File: config.mk
export PLATFORM = sky130hd
export DESIGN_NAME = muldiv_sequencer
export DESIGN_NICKNAME = d
export VERILOG_FILES = /design/src/rtl/riscv_m_pkg.sv /design/src/rtl/muldiv_sequencer_step.sv /design/src/rtl/muldiv_sequencer.sv
export SDC_FILE = /design/constraint.sdc
export NUM_CORES = 1
export LEC_CHECK = 0
export ABC_AREA = 0
export CAP_MARGIN = 30
export CORE_MARGIN = 10
export CORE_UTILIZATION = 61
export CTS_CLUSTER_SIZE = 12
export DETAILED_ROUTE_END_ITERATION = 6
export PLACE_DENSITY = 0.82
export SYNTH_ARGS = -nofsm -noshare
export SYNTH_HDL_FRONTEND = slang
export SYNTH_SLANG_ARGS = --single-unit
File: constraint.sdc
create_clock -name clk -period 4.65 [get_ports clk]
set_input_delay 0.6975 -clock clk [delete_from_list [all_inputs] [get_ports clk]]
set_output_delay 0.6975 -clock clk [all_outputs]
set_load 0.1 [all_outputs]
File: src/rtl/riscv_m_pkg.sv
// Shared RV32M definitions: funct3 op codes, sequencer states and decode constants.
package riscv_m_pkg;

  localparam logic [6:0] OPC_OP    = 7'b0110011;
  localparam logic [6:0] F7_MULDIV = 7'b0000001;

  typedef enum logic [2:0] {
    M_MUL    = 3'b000,
    M_MULH   = 3'b001,
    M_MULHSU = 3'b010,
    M_MULHU  = 3'b011,
    M_DIV    = 3'b100,
    M_DIVU   = 3'b101,
    M_REM    = 3'b110,
    M_REMU   = 3'b111
  } m_funct3_t;

  typedef enum logic [1:0] {
    IDLE = 2'b00,
    RUN  = 2'b01,
    FIX  = 2'b10,
    DONE = 2'b11
  } muldiv_state_t;

  // rs1 is treated as signed for MULH, MULHSU, DIV and REM
  function automatic logic a_is_signed(input m_funct3_t f3);
    return (f3 == M_MULH) || (f3 == M_MULHSU) || (f3 == M_DIV) || (f3 == M_REM);
  endfunction

  function automatic logic b_is_signed(input m_funct3_t f3);
    return (f3 == M_MULH) || (f3 == M_DIV) || (f3 == M_REM);
  endfunction

endpackage

File: src/rtl/muldiv_sequencer_step.sv
// One iteration of the unsigned shift-add multiply or restoring divide on a 2*WIDTH accumulator.
module muldiv_sequencer_step #(
  parameter int WIDTH = 32
) (
  input  logic                 is_div,
  input  logic [2*WIDTH-1:0]   acc,
  input  logic [WIDTH-1:0]     operand,
  output logic [2*WIDTH-1:0]   acc_next
);

  logic [WIDTH:0] sum_s;
  logic [WIDTH:0] rem_sh_s;
  logic [WIDTH:0] diff_s;

  // multiply: {hi,multiplier} shifts right with carry; divide: {rem,quot} shifts left
  always_comb begin
    sum_s    = {1'b0, acc[2*WIDTH-1:WIDTH]} + {1'b0, operand};
    rem_sh_s = acc[2*WIDTH-1:WIDTH-1];
    diff_s   = rem_sh_s - {1'b0, operand};
    if (is_div) begin
      // no borrow out of the WIDTH+1 bit subtract means rem >= divisor
      if (!diff_s[WIDTH]) begin
        acc_next = {diff_s[WIDTH-1:0], acc[WIDTH-2:0], 1'b1};
      end else begin
        acc_next = {rem_sh_s[WIDTH-1:0], acc[WIDTH-2:0], 1'b0};
      end
    end else if (acc[0]) begin
      acc_next = {sum_s, acc[WIDTH-1:1]};
    end else begin
      acc_next = {1'b0, acc[2*WIDTH-1:1]};
    end
  end

endmodule

File: src/rtl/muldiv_sequencer.sv
// RV32M multi-cycle multiply/divide sequencer: stalls EX for WIDTH steps and pulses result_valid once.
module muldiv_sequencer
  import riscv_m_pkg::*;
#(
  parameter int WIDTH = 32
) (
  input  logic             clk,
  input  logic             rst_n,
  input  logic             start,
  input  logic [2:0]       funct3,
  input  logic [WIDTH-1:0] op_a,
  input  logic [WIDTH-1:0] op_b,
  input  logic             flush,
  output logic             stall,
  output logic             result_valid,
  output logic [WIDTH-1:0] result
);

  localparam int               CNT_W    = (WIDTH > 1) ? $clog2(WIDTH) : 1;
  localparam logic [CNT_W-1:0] CNT_LAST = CNT_W'(WIDTH - 1);
  localparam logic [CNT_W-1:0] CNT_ONE  = CNT_W'(1);
  localparam logic [CNT_W-1:0] CNT_ZERO = CNT_W'(0);
  localparam logic [WIDTH-1:0] ZERO     = {WIDTH{1'b0}};
  localparam logic [WIDTH-1:0] ONES     = {WIDTH{1'b1}};
  localparam logic [WIDTH-1:0] MIN_NEG  = {1'b1, {(WIDTH-1){1'b0}}};
  localparam logic [2*WIDTH-1:0] ZERO2  = {(2*WIDTH){1'b0}};

  muldiv_state_t      state_r, state_s;
  m_funct3_t          f3_r, f3_s, f3_in_s;
  logic               sa_r, sa_s, sb_r, sb_s;
  logic [CNT_W-1:0]   cnt_r, cnt_s;
  logic [2*WIDTH-1:0] acc_r, acc_s, step_next_s, prod_s;
  logic [WIDTH-1:0]   b_r, b_s, result_r, result_s;
  logic               sign_a_in_s, sign_b_in_s, div_zero_s, ovf_s, special_s;
  logic [WIDTH-1:0]   mag_a_s, mag_b_s, special_val_s, quot_s, rem_s, fix_val_s;

  muldiv_sequencer_step #(.WIDTH(WIDTH)) u_step (
    .is_div   (f3_r[2]),
    .acc      (acc_r),
    .operand  (b_r),
    .acc_next (step_next_s)
  );

  // decode of the incoming op: magnitudes and the one-cycle RISC-V special cases
  always_comb begin
    f3_in_s     = m_funct3_t'(funct3);
    sign_a_in_s = op_a[WIDTH-1] & a_is_signed(f3_in_s);
    sign_b_in_s = op_b[WIDTH-1] & b_is_signed(f3_in_s);
    mag_a_s     = sign_a_in_s ? (ZERO - op_a) : op_a;
    mag_b_s     = sign_b_in_s ? (ZERO - op_b) : op_b;
    div_zero_s  = funct3[2] & (op_b == ZERO);
    ovf_s       = ((f3_in_s == M_DIV) || (f3_in_s == M_REM)) && (op_a == MIN_NEG) && (op_b == ONES);
    special_s   = div_zero_s | ovf_s;
    case (f3_in_s)
      M_DIV, M_DIVU: special_val_s = div_zero_s ? ONES : op_a;
      M_REM, M_REMU: special_val_s = div_zero_s ? op_a : ZERO;
      default:       special_val_s = ZERO;
    endcase
  end

  // sign fix-up and result selection; unsigned ops latch both signs as zero
  always_comb begin
    prod_s = (sa_r ^ sb_r) ? (ZERO2 - acc_r) : acc_r;
    quot_s = (sa_r ^ sb_r) ? (ZERO - acc_r[WIDTH-1:0]) : acc_r[WIDTH-1:0];
    rem_s  = sa_r ? (ZERO - acc_r[2*WIDTH-1:WIDTH]) : acc_r[2*WIDTH-1:WIDTH];
    case (f3_r)
      M_MUL:                     fix_val_s = prod_s[WIDTH-1:0];
      M_MULH, M_MULHSU, M_MULHU: fix_val_s = prod_s[2*WIDTH-1:WIDTH];
      M_DIV, M_DIVU:             fix_val_s = quot_s;
      M_REM, M_REMU:             fix_val_s = rem_s;
      default:                   fix_val_s = ZERO;
    endcase
  end

  // next-state and datapath update; flush overrides everything and leaves result untouched
  always_comb begin
    state_s  = state_r;
    f3_s     = f3_r;
    sa_s     = sa_r;
    sb_s     = sb_r;
    cnt_s    = cnt_r;
    acc_s    = acc_r;
    b_s      = b_r;
    result_s = result_r;
    if (flush) begin
      state_s = IDLE;
    end else begin
      case (state_r)
        IDLE: begin
          if (start) begin
            f3_s  = f3_in_s;
            sa_s  = sign_a_in_s;
            sb_s  = sign_b_in_s;
            acc_s = {ZERO, mag_a_s};
            b_s   = mag_b_s;
            cnt_s = CNT_LAST;
            if (special_s) begin
              result_s = special_val_s;
              state_s  = DONE;
            end else begin
              state_s  = RUN;
            end
          end else begin
            state_s = IDLE;
          end
        end
        RUN: begin
          acc_s = step_next_s;
          if (cnt_r == CNT_ZERO) begin
            state_s = FIX;
          end else begin
            cnt_s = cnt_r - CNT_ONE;
          end
        end
        FIX: begin
          result_s = fix_val_s;
          state_s  = DONE;
        end
        DONE:    state_s = IDLE;
        default: state_s = IDLE;
      endcase
    end
  end

  // state and datapath registers
  always_ff @(posedge clk or negedge rst_n) begin
    if (!rst_n) begin
      state_r  <= IDLE;
      f3_r     <= M_MUL;
      sa_r     <= 1'b0;
      sb_r     <= 1'b0;
      cnt_r    <= CNT_ZERO;
      acc_r    <= ZERO2;
      b_r      <= ZERO;
      result_r <= ZERO;
    end else begin
      state_r  <= state_s;
      f3_r     <= f3_s;
      sa_r     <= sa_s;
      sb_r     <= sb_s;
      cnt_r    <= cnt_s;
      acc_r    <= acc_s;
      b_r      <= b_s;
      result_r <= result_s;
    end
  end

  // stall is combinational so EX freezes in the very cycle the op is accepted
  assign stall        = ((state_r == IDLE) & start & ~flush & ~special_s) | (state_r == RUN) | (state_r == FIX);
  assign result_valid = (state_r == DONE);
  assign result       = result_r;

endmodule

==> results.txt <==
----------------------------------------------------
[Synth]
  Synthesized area ... 15200 um2
  Area fraction of the dominant cell type after synthesis ... 0.2305
  Sequential area share after synthesis ... 0.2305
  Most used standard cells in the synthesized netlist ... nand2_1 (244), o21ai_0 (203), a21oi_1 (174)
  Distinct cell type count after synthesis ... 91
  Count of flip-flops with a built-in enable after synthesis ... 0
  Synth async-reset ratio ... 1.000
  Syn Inst Count ... 2018
  Synth Area per Inst ... 7.533 um2
  Number of warnings issued by yosys ... 0
  Largest cells by area after synthesis ... dfrtp_1 (23%), o21ai_0 (6.7%), ha_1 (6.2%), xnor2_1 (6.2%), nand2_1 (6.0%)
  Seq cells post-synth ... 140
  Count leader, synth ... nand2_1
  Mapped Nets ... 2166
  Top cell type by total area after synthesis ... dfrtp_1
  Leading register cell type out of synthesis ... dfrtp_1

[Floorplanning]
  Starting density of the core ... 0.6233
  Site row count ... 57
  Height of the die ... 177.9 um
  Total Die Area ... 31640 um2
  Horizontal die dimension ... 177.9 um
  Floorplan core area ... 24390 um2
  # IOs ... 105

[Setup path]
  Arrival @ worst endpoint ... 3.60 ns
  Critical Path Fanout Max ... 6
  Element type at the critical path end ... output pin
  WP data required ... 3.95 ns
  Worst Path Class, Setup ... input pin to output pin
  Startpoint class of the critical path ... input pin

[Clocking]
  Post_cts resized ... 0
  Master cell of the clock root buffer ... clkbuf_16
  Clock Tree Buf Depth ... 2
  Hold-fix buffers, CTS ... 0
  TritonCTS clock tree ... yes
  H-tree depth ... 4
  CTS Buf Count ... 17
  Buffers inserted during post-CTS setup optimization ... 0
  Worst-path clk slew ... 0.08 ns
  CTS Sinks ... 140
  Clk_lat worst skew ... 0.45 ns

[Routing]
  Detailed-routing iteration count for the pre-antenna-repair pass ... 6
  Routed length per placed instance ... 23.89 um
  Antenna-violating nets left ... 0
  Post-detailed-routing wire length ... 56720 um
  Number of vias in the routed layout ... 16340
  Number of DRC markers in iteration 0 ... 2156
  Vias per cell ... 6.885
  Total DRC errors in the routed layout ... 0

[STA]
  Fin Setup TNS ... 0 ns
  Worst Hold Margin ... 0.1869 ns
  RSZ-0062 raised after global routing ... false
  Worst relative slew slack ... 0.3218
  Worst clock skew ... 0.01628 ns
  Transition time at the pin with the least slew margin ... 1.014 ns
  Final hold vios ... 0
  Portion of the clock cycle consumed by the worst path in the final layout ... 0.9243
  Highest clock frequency the design can meet ... 232.7 MHz
  Final critical-path required period ... 4.298 ns
  Count of final max-slew check failures ... 0
  Final-report setup violation count ... 0

[Power and ir drop]
  Pwr Density ... 877.2 nW/um2
  Net switching share of the total power ... 0.5802
  Leakage power ... 6.971 nW
  Combinational cell fraction of total power ... 0.728
  Clock Power Share ... 0.091
  Net switching power ... 0.008660 W
  Proportion of power drawn by flip-flops and latches ... 0.182
  Internal power of the cells ... 0.006266 W
  Peak ir drop on the vdd network ... 0.5351 mV

[Layout]
  Final Net Count ... 2185
  Number of inserted diodes ... 0
  Share of layout cells above drive strength 1 ... 0.06293
  Layout Area Growth over Synthesis ... 11.93%
  Utilization after layout ... 0.6976
  Post-route insts no fill ... 2374

[Hold path]
  Hold WC Path Type ... input pin to async pin

[Run status]
  Status ... finished, final reports clean

[Place]
  Detailed placement HPWL ... 43310 um
  Number of cells after detailed placement ... 2342
  Buffers on Ports ... 104
  GPL Wtd Cong ... 1.056

[Global routing]
  Remaining global-route overflow ... 0
  Number of global-route vias before repair ... 15440
  Maximum number of pins on one net before global-route repair ... 70
  Global-route wire length before repair ... 87820 um
  GRT Resource Usage Total ... 0.3513
  Initial antenna violation count ... 0

[Run]
  Number of max-cap violations ... 0

----------------------------------------------------
[state kept, by name, indices dropped and copies added (netlist names)]
name / cells
result: 32
sa_r: 1
cnt_r: 5
state_r: 2
sb_r: 1
b_r: 32
f3_r: 3
acc_r: 64
[cell type report]
type,instances,area [um2]
clock inverters,15,125.1
fillers,2117,7376
repair buffers,150,1455
clock buffers,17,425.4
inverters,68,255.2
flip-flops and latches,140,3505
multi-input cells,1660,10840
well taps,324,405.4
[metal layers]
metal / GRT usage / vias to the layer above / routed length [um]
met3: 0.1135 / 189 / 6931
met5: 0 / - / 0
met1: 0.4705 / 7767 / 23550
met2: 0.5170 / 995 / 24080
met4: 0.1282 / 0 / 2152
li1: - / 7393 / -
[cells by family (layout without fill, tap and decap cells)]
logic type,count (synthesis),after routing,synth area share
compound gates,674,674,0.2798
xor+xnor,179,179,0.1031
fa+ha+maj,96,96,0.07687
buf+inv,218,250,0.05843
flops,140,140,0.2305
mux,70,70,0.04691
simple gates,641,641,0.2044
[worst paths after layout]
path | depth (start not counted) | slack [ns] | end | start
worst max-delay path | 8 | 0.35 | stall | op_a[3]
worst min-delay path | 1 | 0.19 | b_r[0] | rst_n
worst max register to register | 12 | 0.70 | acc_r[59] | acc_r[32]
worst min register to register | 2 | 0.52 | result[23] | result[23]
max in group asynchronous | 3 | 3.23 | result[14] | rst_n
min in group clk | 2 | 0.52 | result[23] | result[23]
[cells in the final DEF (no fill, tap or decap), drive strengths merged, types with 28 or more instances in the layout]
cell and instances:
mux2i 60, buf 48, xnor2 107, a21o 35, o21ai 205, a21oi 176, nand4 28, nor2 157
xor2 72, nand2 244, o31ai 38, nor3 54, clkdlybuf4s50 102, inv 74, a31oi 31, dfrtp 140
ha 75
[worst max-delay path, cell delays in order]
cell             delay, ns
clkdlybuf4s50_1       0.57
nor4_1                0.73
nand4_1               0.35
nor2_1                0.35
nand2_1               0.17
a2bb2o_2              0.29
o21ai_0               0.18
buf_12                0.25
[power by group through the flow]
stage / Combinational (W) / Clock [W] / Sequential, W
final: 0.0109 / 0.00135 / 0.00271
after global routing: 0.0116 / 0.00140 / 0.00277
after CTS: 0.0106 / 0.00134 / 0.00267
after detailed placement: 0.0105 / 0 / 0.00269
after global placement: 0.0103 / 0 / 0.00266
after floorplan: 0.00714 / 0 / 0.00317
[metrics by stage]
stage	setup WS, ns	total power, W	area (um2)
after floorplan	0.1620	0.01031	15200
after global placement	0.5553	0.01299	16440
after detailed placement	0.4394	0.01317	16460
after CTS	0.4299	0.01456	17020
after global routing	0.2101	0.01579	17020
final	0.3521	0.01493	17020
Power figures use the tool's default switching activity.
==> edit 1 (same flow settings) <==
Re-encode `muldiv_state_t` (4 states) as one-hot, 4 bits wide.
--- a/src/rtl/riscv_m_pkg.sv
+++ b/src/rtl/riscv_m_pkg.sv
@@ -15,11 +15,11 @@
     M_REMU   = 3'b111
   } m_funct3_t;
 
-  typedef enum logic [1:0] {
-    IDLE = 2'b00,
-    RUN  = 2'b01,
-    FIX  = 2'b10,
-    DONE = 2'b11
+  typedef enum logic [3:0] {
+    IDLE = 4'b0001,
+    RUN  = 4'b0010,
+    FIX  = 4'b0100,
+    DONE = 4'b1000
   } muldiv_state_t;
 
   // rs1 is treated as signed for MULH, MULHSU, DIV and REM
Formal check against the unedited RTL: same outputs for any inputs over 4 cycles, from zero or initial values and one cycle with rst_n low; so few cycles prove little.
==> edit 1 against the original RTL <==
- the run now ends with DRC left
- cell area shrank 0.52%
- first-iteration DRC count increased by 8.1%
- synthesized area is 1.9% lower
- setup slack worse by 0.25 ns
- register-to-register slack worse by 0.21 ns
- critical path depth is 2 higher
- routed wire length down 6.7%
- non-clock buffer count is 7 higher
- sequential cell count up 2
- highest routed layer is now met5
Power is not compared: it rests on default switching activity, and its combinational part moved more than twofold at a synthesized area within 25%.
==> edit 1: results (changes against the original RTL) <==
- Run status: finished, violations left (was finished clean)
- Violated checks: DRC
- Iter 0 DRT Violations: 2330 (was 2156)
- Share of layout cells above drive strength 1: 6.75% (was 6.29%)
- Remaining DRCs: 1 (was 0)
- Inserted Diodes: 0 (unchanged)
- End of the worst register-to-register path: acc_r[61] (was acc_r[59])
- Hold Crit Class: input pin to asynchronous set/reset pin (unchanged)
- R2r worst-path depth: 12 (unchanged)
- First-pass GRT wire length: 82.2 mm (was 87.8 mm)
- Crit path arrival time: 3.85 ns (was 3.60 ns)
- Tot GR Track Use: 32.8% (was 35.1%)
- Most common library cells after synthesis: nand2_1 (232), o21ai_0 (200), nor2_1 (153), a21oi_1 (148), dfrtp_1 (141) (was nand2_1 (244), o21ai_0 (203), a21oi_1 (174), nor2_1 (157), dfrtp_1 (140))
- Skew final: 0.0285 ns (was 0.0163 ns)
- Initial antenna violation count: 1 (was 0)
- Yosys cell types: 83 (was 91)
- Relative slew slack: 28.2% (was 32.2%)
- Net Count, Synth: 2115 (was 2166)
- Sequential fraction of the synthesis area: 23.8% (was 23.0%)
- Pin count of the biggest net entering global routing: 74 (was 70)
- Largest cells by area after synthesis: dfrtp_1 (24%), o21ai_0 (6.7%), ha_1 (6.0%) (was dfrtp_1 (23%), o21ai_0 (6.7%), ha_1 (6.2%))
- Min Hold Slack: 0.259 ns (was 0.187 ns)
- Drt wl/cell: 22.6 µm (was 23.9 µm)
- Global placement routability congestion: 1.02 (was 1.06)
- Vias post-DR: 16000 (was 16300)
- Hpwl dp: 39.1 mm (was 43.3 mm)
- # fillers: 1997 (was 2117)
- Reg2reg start: b_r[0] (was acc_r[32])
- Drt pass-1 iters: 7 (was 6)
- FF-to-FF setup slack: 0.49 ns (was 0.70 ns)
- PortBufs: 104 (unchanged)
## edit 1: cell type report
cell class / instances / area [µm²] / share of cell area, %
inverter: 70 / 263 / 1.55
clock buffer: 17 / 425 / 2.51
tap: 324 / 405 / 2.40
sequential: 142 / 3560 / 21.0
clock inverter: 15 / 223 / 1.32
multi-input combinational: 1613 / 10600 / 62.5
timing repair buffer: 157 / 1480 / 8.73
## edit 1: metal layers
metal | up-vias | GRT usage (%) | routed length, µm
met5 | - | 0 | 9
met4 | 2 | 10.4 | 1730
met3 | 180 | 7.54 | 6000
met2 | 1013 | 51.1 | 23900
met1 | 7588 | 44.1 | 21300
li1 | 7237 | - | -
## edit 1: how the worst max path moves through the flow
stage          cells past startpoint            to       start
2_1_floorplan                      2  result_valid  state_r[2]
3_3_place_gp                      10         stall     op_b[6]
3_5_place_dp                      10         stall    op_a[15]
4_1_cts                           10         stall    op_a[15]
5_1_grt                           10         stall     op_b[6]
6_report                          10         stall     op_b[6]
## edit 1: per-stage QoR
step / util [%] / power, mW / setup WS [ns] / cell area (µm²) / cells
6_report: 70.0 / 6.43 / 0.101 / 16900 / 2338
3_5_place_dp: 67.3 / 4.77 / 0.122 / 16300 / 2306
5_1_grt: 70.0 / 6.75 / 0.0282 / 16900 / 2338
3_3_place_gp: 67.2 / 4.69 / 0.203 / 16300 / 2305
4_1_cts: 69.9 / 6.31 / 0.114 / 16900 / 2338
2_1_floorplan: - / 3.89 / 0.271 / 14900 / 1971
## edit 1: repair_timing
action                     CTS  global route
setup endpoints to repair    0             1
hold buffers                 0             0
hold endpoints to repair     0             0
resized for setup            0             2
## edit 1: kinds of logic (layout without fill, tap and decap cells)
group / after synthesis / in the layout / synth area share [%]
DFF: 142 / 142 / 23.8
and+or+nand+nor: 631 / 631 / 20.2
xor gates and xnor gates: 192 / 192 / 11.3
buffers and inverters: 216 / 259 / 5.77
adders and majority gates: 85 / 85 / 7.03
AOI/OAI and AO/OA: 646 / 646 / 27.9
muxes: 59 / 59 / 3.97
## edit 1: worst max-delay path, stage by stage
cell             delay (ns)
clkdlybuf4s50_1        0.50
or4_4                  0.59
or3_4                  0.36
nor3_2                 0.22
nand3_1                0.20
or2_1                  0.33
nor4_2                 0.35
a21o_1                 0.24
o21ai_1                0.15
buf_12                 0.21
## edit 1: power by group through the flow
stage | registers, mW | logic (mW) | clock network (mW)
global route | 1.78 | 3.38 | 1.59
CTS | 1.74 | 3.03 | 1.54
floorplan | 1.67 | 2.21 | 0
global placement | 1.75 | 2.94 | 0
finish | 1.76 | 3.13 | 1.55
detailed placement | 1.76 | 3.01 | 0
==> edit 2 (same flow settings) <==
Made on the original files. `WIDTH` is set to 32 in 2 places; all go to 16.
--- a/src/rtl/muldiv_sequencer_step.sv
+++ b/src/rtl/muldiv_sequencer_step.sv
@@ -1,6 +1,6 @@
 // One iteration of the unsigned shift-add multiply or restoring divide on a 2*WIDTH accumulator.
 module muldiv_sequencer_step #(
-  parameter int WIDTH = 32
+  parameter int WIDTH = 16
 ) (
   input  logic                 is_div,
   input  logic [2*WIDTH-1:0]   acc,
--- a/src/rtl/muldiv_sequencer.sv
+++ b/src/rtl/muldiv_sequencer.sv
@@ -2,7 +2,7 @@
 module muldiv_sequencer
   import riscv_m_pkg::*;
 #(
-  parameter int WIDTH = 32
+  parameter int WIDTH = 16
 ) (
   input  logic             clk,
   input  logic             rst_n,
Ports: changed (resized op_a, op_b and result); port bits go from 105 to 57. No check against the original RTL was run, so the function may have changed too.
==> edit 2 against the original RTL <==
- total power decreased by 54%
- synthesized area shrank 51%
- sequential share of layout area is 1.6 points higher
- routed wire length shrank 61%
- global-route usage shrank 9.2 points
- clock skew is 0.0089 ns lower
- setup slack gained 0.48 ns
- cell area is 50% lower
- via count decreased by 54%
- sequential cell count fell by 65
- cell count down 52%
- die area shrank 46%
==> edit 2: results (changes against the original RTL) <==
- Final WS setup: 0.837 ns (was 0.352 ns)
- Met1 usage in global routing: 36.8% (was 47.1%)
- Final WL: 22.0 mm (was 56.7 mm)
- Total CTS buffers: 9 (was 17)
- Most common library cells after synthesis: nand2_1 (117), o21ai_0 (99), nor2_1 (89), a21oi_1 (75), dfrtp_1 (75) (was nand2_1 (244), o21ai_0 (203), a21oi_1 (174), nor2_1 (157), dfrtp_1 (140))
- Iter 0 DRT Violations: 873 (was 2156)
- Share of layout cells above drive strength 1: 5.01% (was 6.29%)
- Overall Power: 6.81 mW (was 14.9 mW)
- Pin count of the biggest net entering global routing: 76 (was 70)
- Grt met3 use: 3.91% (was 11.3%)
- Cell Area, Placed: 8080 µm² (was 16500 µm²)
- Post-CTS Repair Setup Buffers: 0 (unchanged)
- Max FFs per register: 32 (was 64)
- FF-to-FF setup slack: 0.85 ns (was 0.70 ns)
- Switching share of total power: 53.7% (was 58.0%)
- R2r worst-path depth: 13 (was 12)
- Final-report hold violation count: 0 (unchanged)
- Clk slew on worst S/H paths: 0.06 ns (was 0.08 ns)
- Initial antenna violation count: 0 (unchanged)
- Run status: finished clean (unchanged)
- PortBufs: 56 (was 104)
- Worst slew pin tran: 0.989 ns (was 1.01 ns)
- Number of global-route vias before repair: 6935 (was 15400)
- Power Combinational: 4.56 mW (was 10.9 mW)
- Peak supply drop: 0.000470 V (was 0.000535 V)
- Largest cells by area after synthesis: dfrtp_1 (25%), ha_1 (7.0%), o21ai_0 (6.6%) (was dfrtp_1 (23%), o21ai_0 (6.7%), ha_1 (6.2%))
- Max stage delay on crit path: 0.47 ns (was 0.73 ns)
- End of the worst register-to-register path: acc_r[20] (was acc_r[59])
- Average cell area after synthesis: 7.65 µm² (was 7.53 µm²)
- Crit path arrival time: 3.12 ns (was 3.60 ns)
- Net Count, Synth: 1058 (was 2166)
- Hpwl dp: 16.2 mm (was 43.3 mm)
- Yosys cell types: 72 (was 91)
- H-tree levels: 3 (was 4)
- Top_reg_cell synth: dfrtp_1 (unchanged)
- Static Leakage: 3.56 nW (was 6.97 nW)
- Critical path fanouts, max: 4 (was 6)
- Fraction of registers with async set or reset after synthesis: 100% (unchanged)
- PwrDens: 806 nW/µm² (was 877 nW/µm²)
- Tot GR Track Use: 26.0% (was 35.1%)
- Clock power frac: 11.6% (was 9.1%)
- Crit path max-delay cell type: clkdlybuf4s50_1 (was nor4_1)
- Min Hold Slack: 0.148 ns (was 0.187 ns)
- M2 GR Usage: 39.8% (was 51.7%)
- Skew final: 0.00737 ns (was 0.0163 ns)
- Sequential fraction of the synthesis area: 25.2% (was 23.0%)
- First-pass GRT wire length: 35.7 mm (was 87.8 mm)
- Drt wl/cell: 19.2 µm (was 23.9 µm)
- Reg2reg start: acc_r[15] (was acc_r[32])
- Vias post-DR: 7498 (was 16300)
- Later-pin clock latency in the skew report: 0.34 ns (was 0.45 ns)
- Global placement routability congestion: 0.981 (was 1.06)
- # fillers: 965 (was 2117)
## edit 2: worst reg2reg max path, stage by stage, from the launching register on
cell	delay, ns
dfrtp_1	0.44
inv_1	0.14
ha_1	0.25
fa_1	0.38
nand2b_1	0.19
a21oi_1	0.30
o21bai_2	0.15
nor3_1	0.31
o31ai_2	0.14
xnor2_2	0.55
buf_4	0.34
mux2i_1	0.21
a21oi_1	0.08
a22o_1	0.19
## edit 2: final cells by class
type	count	share of cell area (%)
clock buffers	10	2.83
clock inverters	6	1.13
inverters	41	1.82
multi-input cells	799	61.6
flip-flops and latches	75	22.2
well taps	147	2.18
repair buffers	67	8.18
## edit 2: metal layers
metal,routed length (µm),vias up
met5,0,-
met4,537,0
met3,1980,46
met2,9950,422
met1,9550,3494
li1,-,3536
## edit 2: cells by family after synthesis
logic type	Yosys count	share of synthesized area, %
simple gates	318	19.8
compound gates	302	25.4
buf+inv	101	5.37
xor+xnor	85	9.98
flops	75	25.2
fa+ha+maj	59	9.59
mux	35	4.76
